File: config.mk
export PLATFORM = sky130hd
export DESIGN_NAME = bpu_ras
export DESIGN_NICKNAME = d
export VERILOG_FILES = /design/src/rtl/bpu_ras.sv
export SDC_FILE = /design/constraint.sdc
export NUM_CORES = 1
export LEC_CHECK = 0
export CAP_MARGIN = 20
export CORE_ASPECT_RATIO = 1.4
export CORE_UTILIZATION = 50
export DETAILED_ROUTE_END_ITERATION = 10
export DONT_BUFFER_PORTS = 1
export PLACE_DENSITY = 0.74
export SETUP_SLACK_MARGIN = 0.15
export SYNTH_ARGS = -nofsm -noshare
export SYNTH_HDL_FRONTEND = slang
export SYNTH_SLANG_ARGS = --single-unit
File: constraint.sdc
create_clock -name clk -period 5.21 [get_ports clk]
set_input_delay 0.521 -clock clk [delete_from_list [all_inputs] [get_ports clk]]
set_output_delay 0.521 -clock clk [all_outputs]
set_load 0.05 [all_outputs]
File: src/rtl/bpu_ras.sv
// bpu_ras: return address stack for the branch prediction unit.
// Fetch pushes call link addresses and pops on predicted returns speculatively.
// The feedback stage repairs {cnt,ptr} from the checkpoint that travelled with
// the resolved branch, then replays that branch's own push or pop.
// Optional build macro: BPU_RAS_REPAIR_BYPASS_EN. When it is defined, the top,
// valid, full and empty outputs show the repaired state in the flush cycle.
// Resolved branch type encoding: 0 call, 1 return, 2 absolute, 3 pc-relative.
module bpu_ras #(
    parameter  int DEPTH = 8,
    localparam int PTR_W = $clog2(DEPTH),
    localparam int CNT_W = $clog2(DEPTH) + 1
) (
    input  logic                   clk,
    input  logic                   rst,
    input  logic                   pred_push_i,
    input  logic                   pred_pop_i,
    input  logic [29:0]            pred_push_addr_i,
    output logic [29:0]            pred_top_o,
    output logic                   pred_top_valid_o,
    output logic [PTR_W+CNT_W-1:0] pred_ckpt_o,
    input  logic                   upd_flush_i,
    input  logic [1:0]             upd_br_type_i,
    input  logic [29:0]            upd_pc_i,
    input  logic [PTR_W+CNT_W-1:0] upd_ckpt_i,
    output logic                   full_o,
    output logic                   empty_o
);

    localparam logic [1:0]       BR_CALL   = 2'd0;
    localparam logic [1:0]       BR_RETURN = 2'd1;
    localparam logic [CNT_W-1:0] CNT_MAX   = CNT_W'(DEPTH);

    logic [29:0]      stack [DEPTH];
    logic [PTR_W-1:0] ptr_q;
    logic [CNT_W-1:0] cnt_q;

    logic [PTR_W-1:0] ptr_b;
    logic [CNT_W-1:0] cnt_b;
    logic             do_push;
    logic             do_pop;
    logic [29:0]      push_data;

    logic [PTR_W-1:0] ptr_n;
    logic [CNT_W-1:0] cnt_n;
    logic             wr_en;
    logic [PTR_W-1:0] wr_idx;
    logic [PTR_W-1:0] ptr_inc;
    logic [PTR_W-1:0] ptr_dec;

    logic [29:0]      view_top;
    logic [CNT_W-1:0] view_cnt;

    // Select the starting state and the operation: a flush restores the
    // checkpoint and replays the resolved branch, discarding fetch's request.
    always_comb begin
        cnt_b     = cnt_q;
        ptr_b     = ptr_q;
        do_push   = pred_push_i;
        do_pop    = pred_pop_i;
        push_data = pred_push_addr_i;
        if (upd_flush_i) begin
            cnt_b     = upd_ckpt_i[PTR_W +: CNT_W];
            ptr_b     = upd_ckpt_i[PTR_W-1:0];
            do_push   = (upd_br_type_i == BR_CALL);
            do_pop    = (upd_br_type_i == BR_RETURN);
            push_data = 30'(upd_pc_i + 30'd1);
        end
    end

    // Shared stack arithmetic for both the speculative and repair paths.
    always_comb begin
        ptr_inc = PTR_W'(ptr_b + 1'b1);
        ptr_dec = PTR_W'(ptr_b - 1'b1);
        ptr_n   = ptr_b;
        cnt_n   = cnt_b;
        wr_en   = 1'b0;
        wr_idx  = ptr_b;
        if (do_push && do_pop) begin
            // Call-and-return in one slot: replace the top in place.
            wr_en = 1'b1;
            if (cnt_b == '0) begin
                cnt_n = CNT_W'(1);
            end
        end else if (do_push) begin
            // Wrapping past a full stack silently drops the oldest entry.
            ptr_n  = ptr_inc;
            wr_en  = 1'b1;
            wr_idx = ptr_inc;
            cnt_n  = (cnt_b >= CNT_MAX) ? CNT_MAX : CNT_W'(cnt_b + 1'b1);
        end else if (do_pop && (cnt_b != '0)) begin
            ptr_n = ptr_dec;
            cnt_n = CNT_W'(cnt_b - 1'b1);
        end
    end

    // Stack registers; reset clears every entry so a fresh top reads as zero.
    always_ff @(posedge clk) begin
        if (rst) begin
            ptr_q <= '0;
            cnt_q <= '0;
            for (int i = 0; i < DEPTH; i++) begin
                stack[i] <= '0;
            end
        end else begin
            ptr_q <= ptr_n;
            cnt_q <= cnt_n;
            if (wr_en) begin
                stack[wr_idx] <= push_data;
            end
        end
    end

`ifdef BPU_RAS_REPAIR_BYPASS_EN
    // During a flush expose the post-repair top, forwarding the entry being
    // written this cycle since the array still holds the old value.
    always_comb begin
        view_top = stack[ptr_q];
        view_cnt = cnt_q;
        if (upd_flush_i) begin
            view_cnt = cnt_n;
            if (wr_en && (wr_idx == ptr_n)) begin
                view_top = push_data;
            end else begin
                view_top = stack[ptr_n];
            end
        end
    end
`else
    // Outputs come from registered state only; repairs show a cycle later.
    always_comb begin
        view_top = stack[ptr_q];
        view_cnt = cnt_q;
    end
`endif

    // The checkpoint always reflects registered state before this cycle's op.
    always_comb begin
        pred_top_o       = view_top;
        pred_top_valid_o = (view_cnt != '0);
        empty_o          = (view_cnt == '0);
        full_o           = (view_cnt == CNT_MAX);
        pred_ckpt_o      = {cnt_q, ptr_q};
    end

endmodule

==> flow_summary.ini <==
[timing]
setup_tns_ns = 0
final_hold_viol_count = 0
worst_pin_slew_ns = 1.28
clock_skew_ns = 0.0142
post-route-period-util_pct = 69.3
period_minus_slack_ns = 3.61
rsz0062_at_grt = no
setup_viol = 0
final_max_slew_viol_count = 0
max_freq_mhz = 277
slew_headroom_pct = 14.4

[synthesis]
ys_top_cells_by_area = edfxtp_1 55%, mux4_2 10%, a211oi_1 4.4%, nor3_1 3.7%, mux2_2 3.1%
yosysTopAreaCellShare_pct = 55.2
yosys.area.top_type = edfxtp_1
seq_area_frac_synth_pct = 56.3
synthFlopType = edfxtp_1
synth_seq_cells = 247
yosys_warnings = 0
postSynthCellCount = 957
synth_cell_types = 75
async_reset_ff_share_pct = 0
synth-edff-count = 240
synth.most_common_cell = edfxtp_1
synthesis.nets = 1037
syn_area_sq_mm = 0.0131
synthTopCellsByCount = 240 x edfxtp_1, 97 x nor3_1, 77 x a211oi_1, 60 x mux4_2, 42 x nor4_1
syn_avg_cell_area_sq_um = 13.6

[clock_network]
h-tree-depth = 1
cts_resized = 0
cts_tree = done
cts_buffers = 23
clk_pin_slew_worst_paths_ns = 0.06
cts_buffer_depth = 3
worstSkewPairLatency_ns = 0.51
postCtsSetupBuffers = 0
ctsHoldBuffers = 0
cts.sinks = 247
cts_root_buf = clkbuf_16

[setup_path]
cp.arrival_ns = 3.09
worst-path-max-fanout = 45
cp.required_ns = 4.69
path_class = reg2out
crit_path_end_kind = primary output
critical_path.startpoint_type = register

[drt]
wl_per_cell_um = 26.9
drt_first_pass_iters = 8
dr.first_iter.drc_count = 1073
vias_per_cell = 7.23
routed_wl_um = 33500
final_antenna_net_count = 0
drcViolationCount = 6
vias = 9015

[placed_design]
place_hpwl_um = 21300
gp_congestion = 0.919
io_buffer_count = 0

[global_routing]
grt_pass1_wl_um = 52300
antenna_found_initial = 0
grt_pass1_vias = 9005
grtUsageTotal_pct = 25.3
grt_max_degree = 97
overflow = 0

[pwr]
power.density_mw_per_mm2 = 356
leakagePower_uw = 0.00425
finalPower_uw = 4990
ir_drop_mv = 0.206

[layout]
fill_cells = 2037
nets = 992
post_route_cells_drive_above_1_share_pct = 20.0
area_delta_synth_final_pct = 7.31
n_antenna_cell = 0

[floorplan]
dieArea_sq_mm = 0.0268
placement_rows = 69
start_util_pct = 51.1
die_width_um = 139
core_area_sq_mm = 0.0256
ios = 114
dieHeight_um = 193

[run_status]
outcome = finished, violations left
violations = design-rule violations

[run]
drv_cap = 0

[hold_path]
hold_class = in2reg
-- worst max-delay path: stages, from the launching register on --
cell	delay [ns]
dfxtp_4	0.67
buf_4	0.81
mux4_2	0.64
mux2_2	0.41
-- routing by layer --
layer | track usage (%) | wire [um] | part of all wire [%] | vias up
li1 | - | - | - | 3898
met1 | 31.0 | 12200 | 36 | 4477
met2 | 43.4 | 16800 | 50 | 545
met3 | 5.02 | 3140 | 9.4 | 95
met4 | 11.3 | 1410 | 4.2 | 0
met5 | 0 | 0 | 0 | -
-- per-stage QoR --
step	hold slack, ns	area [sq um]	setup slack [ns]	util (%)	cells
final	0.0834	14000	1.60	54.8	1247
after global routing	0.0683	14000	1.38	54.8	1247
after CTS	0.0737	14000	1.52	54.7	1243
after detailed placement	0.595	13300	1.55	51.9	1202
after global placement	0.600	13300	1.69	51.9	1202
after floorplan	0.795	13100	1.23	-	957
-- path summary, 6_finish.rpt --
| kind | slack (ns) | cells past startpoint | startpoint | endpoint |
|---|---|---|---|---|
| setup / recovery | 1.60 | 3 | ptr_q[0]$_SDFF_PP0_ | pred_top_o[12] |
| hold / removal | 0.08 | 1 | rst | ptr_q[1]$_SDFF_PP0_ |
| setup reg to reg | 1.76 | 6 | ptr_q[0]$_SDFF_PP0_ | stack[0][13]$_SDFFCE_PN0P_ |
| hold reg to reg | 0.93 | 4 | ptr_q[1]$_SDFF_PP0_ | ptr_q[1]$_SDFF_PP0_ |
-- placed cells by master, fill, tap and decap left out, types with 9 or more instances in the layout --
cell type / count
edfxtp_1: 240
nor3_1: 97
a211oi_1: 77
mux4_2: 60
nor4_1: 42
mux2_2: 36
nor2_1: 32
a311oi_1: 26
clkbuf_16: 23
buf_4: 23
nand2_1: 22
nand3_1: 20
mux2i_1: 12
nand2b_1: 12
nand4_1: 12
inv_1: 10
clkinv_1: 9
nor2b_1: 9
-- flip-flops by register name (all words and copies together) (netlist names) --
name   flops
ptr_q      3
cnt_q      4
stack    240
-- report_power, final --
part	total [uW]	leakage [uW]	switching (uW)	internal, uW
logic	1010	0.00135	716	295
clock network	1630	0.000350	715	911
registers	2350	0.00255	65.7	2290
total	4990	0.00425	1500	3490
-- final cells by class --
cell class / instances / area [sq um] / share of cell area [%]
multi-input combinational: 602 / 5300 / 37.8
timing repair buffer: 27 / 210 / 1.50
clock inverter: 15 / 125 / 0.893
tap: 319 / 399 / 2.85
inverter: 11 / 41.3 / 0.295
clock buffer: 26 / 587 / 4.19
sequential: 247 / 7360 / 52.5
-- cells by family after synthesis --
logic type	after synthesis	share of synthesized area, %
compound gates	185	11.4
xor+xnor	5	0.335
fa+ha+maj	6	0.575
buf+inv	108	4.11
flops	247	56.3
mux	112	14.7
simple gates	294	12.6
(Power assumes the default switching activity.)
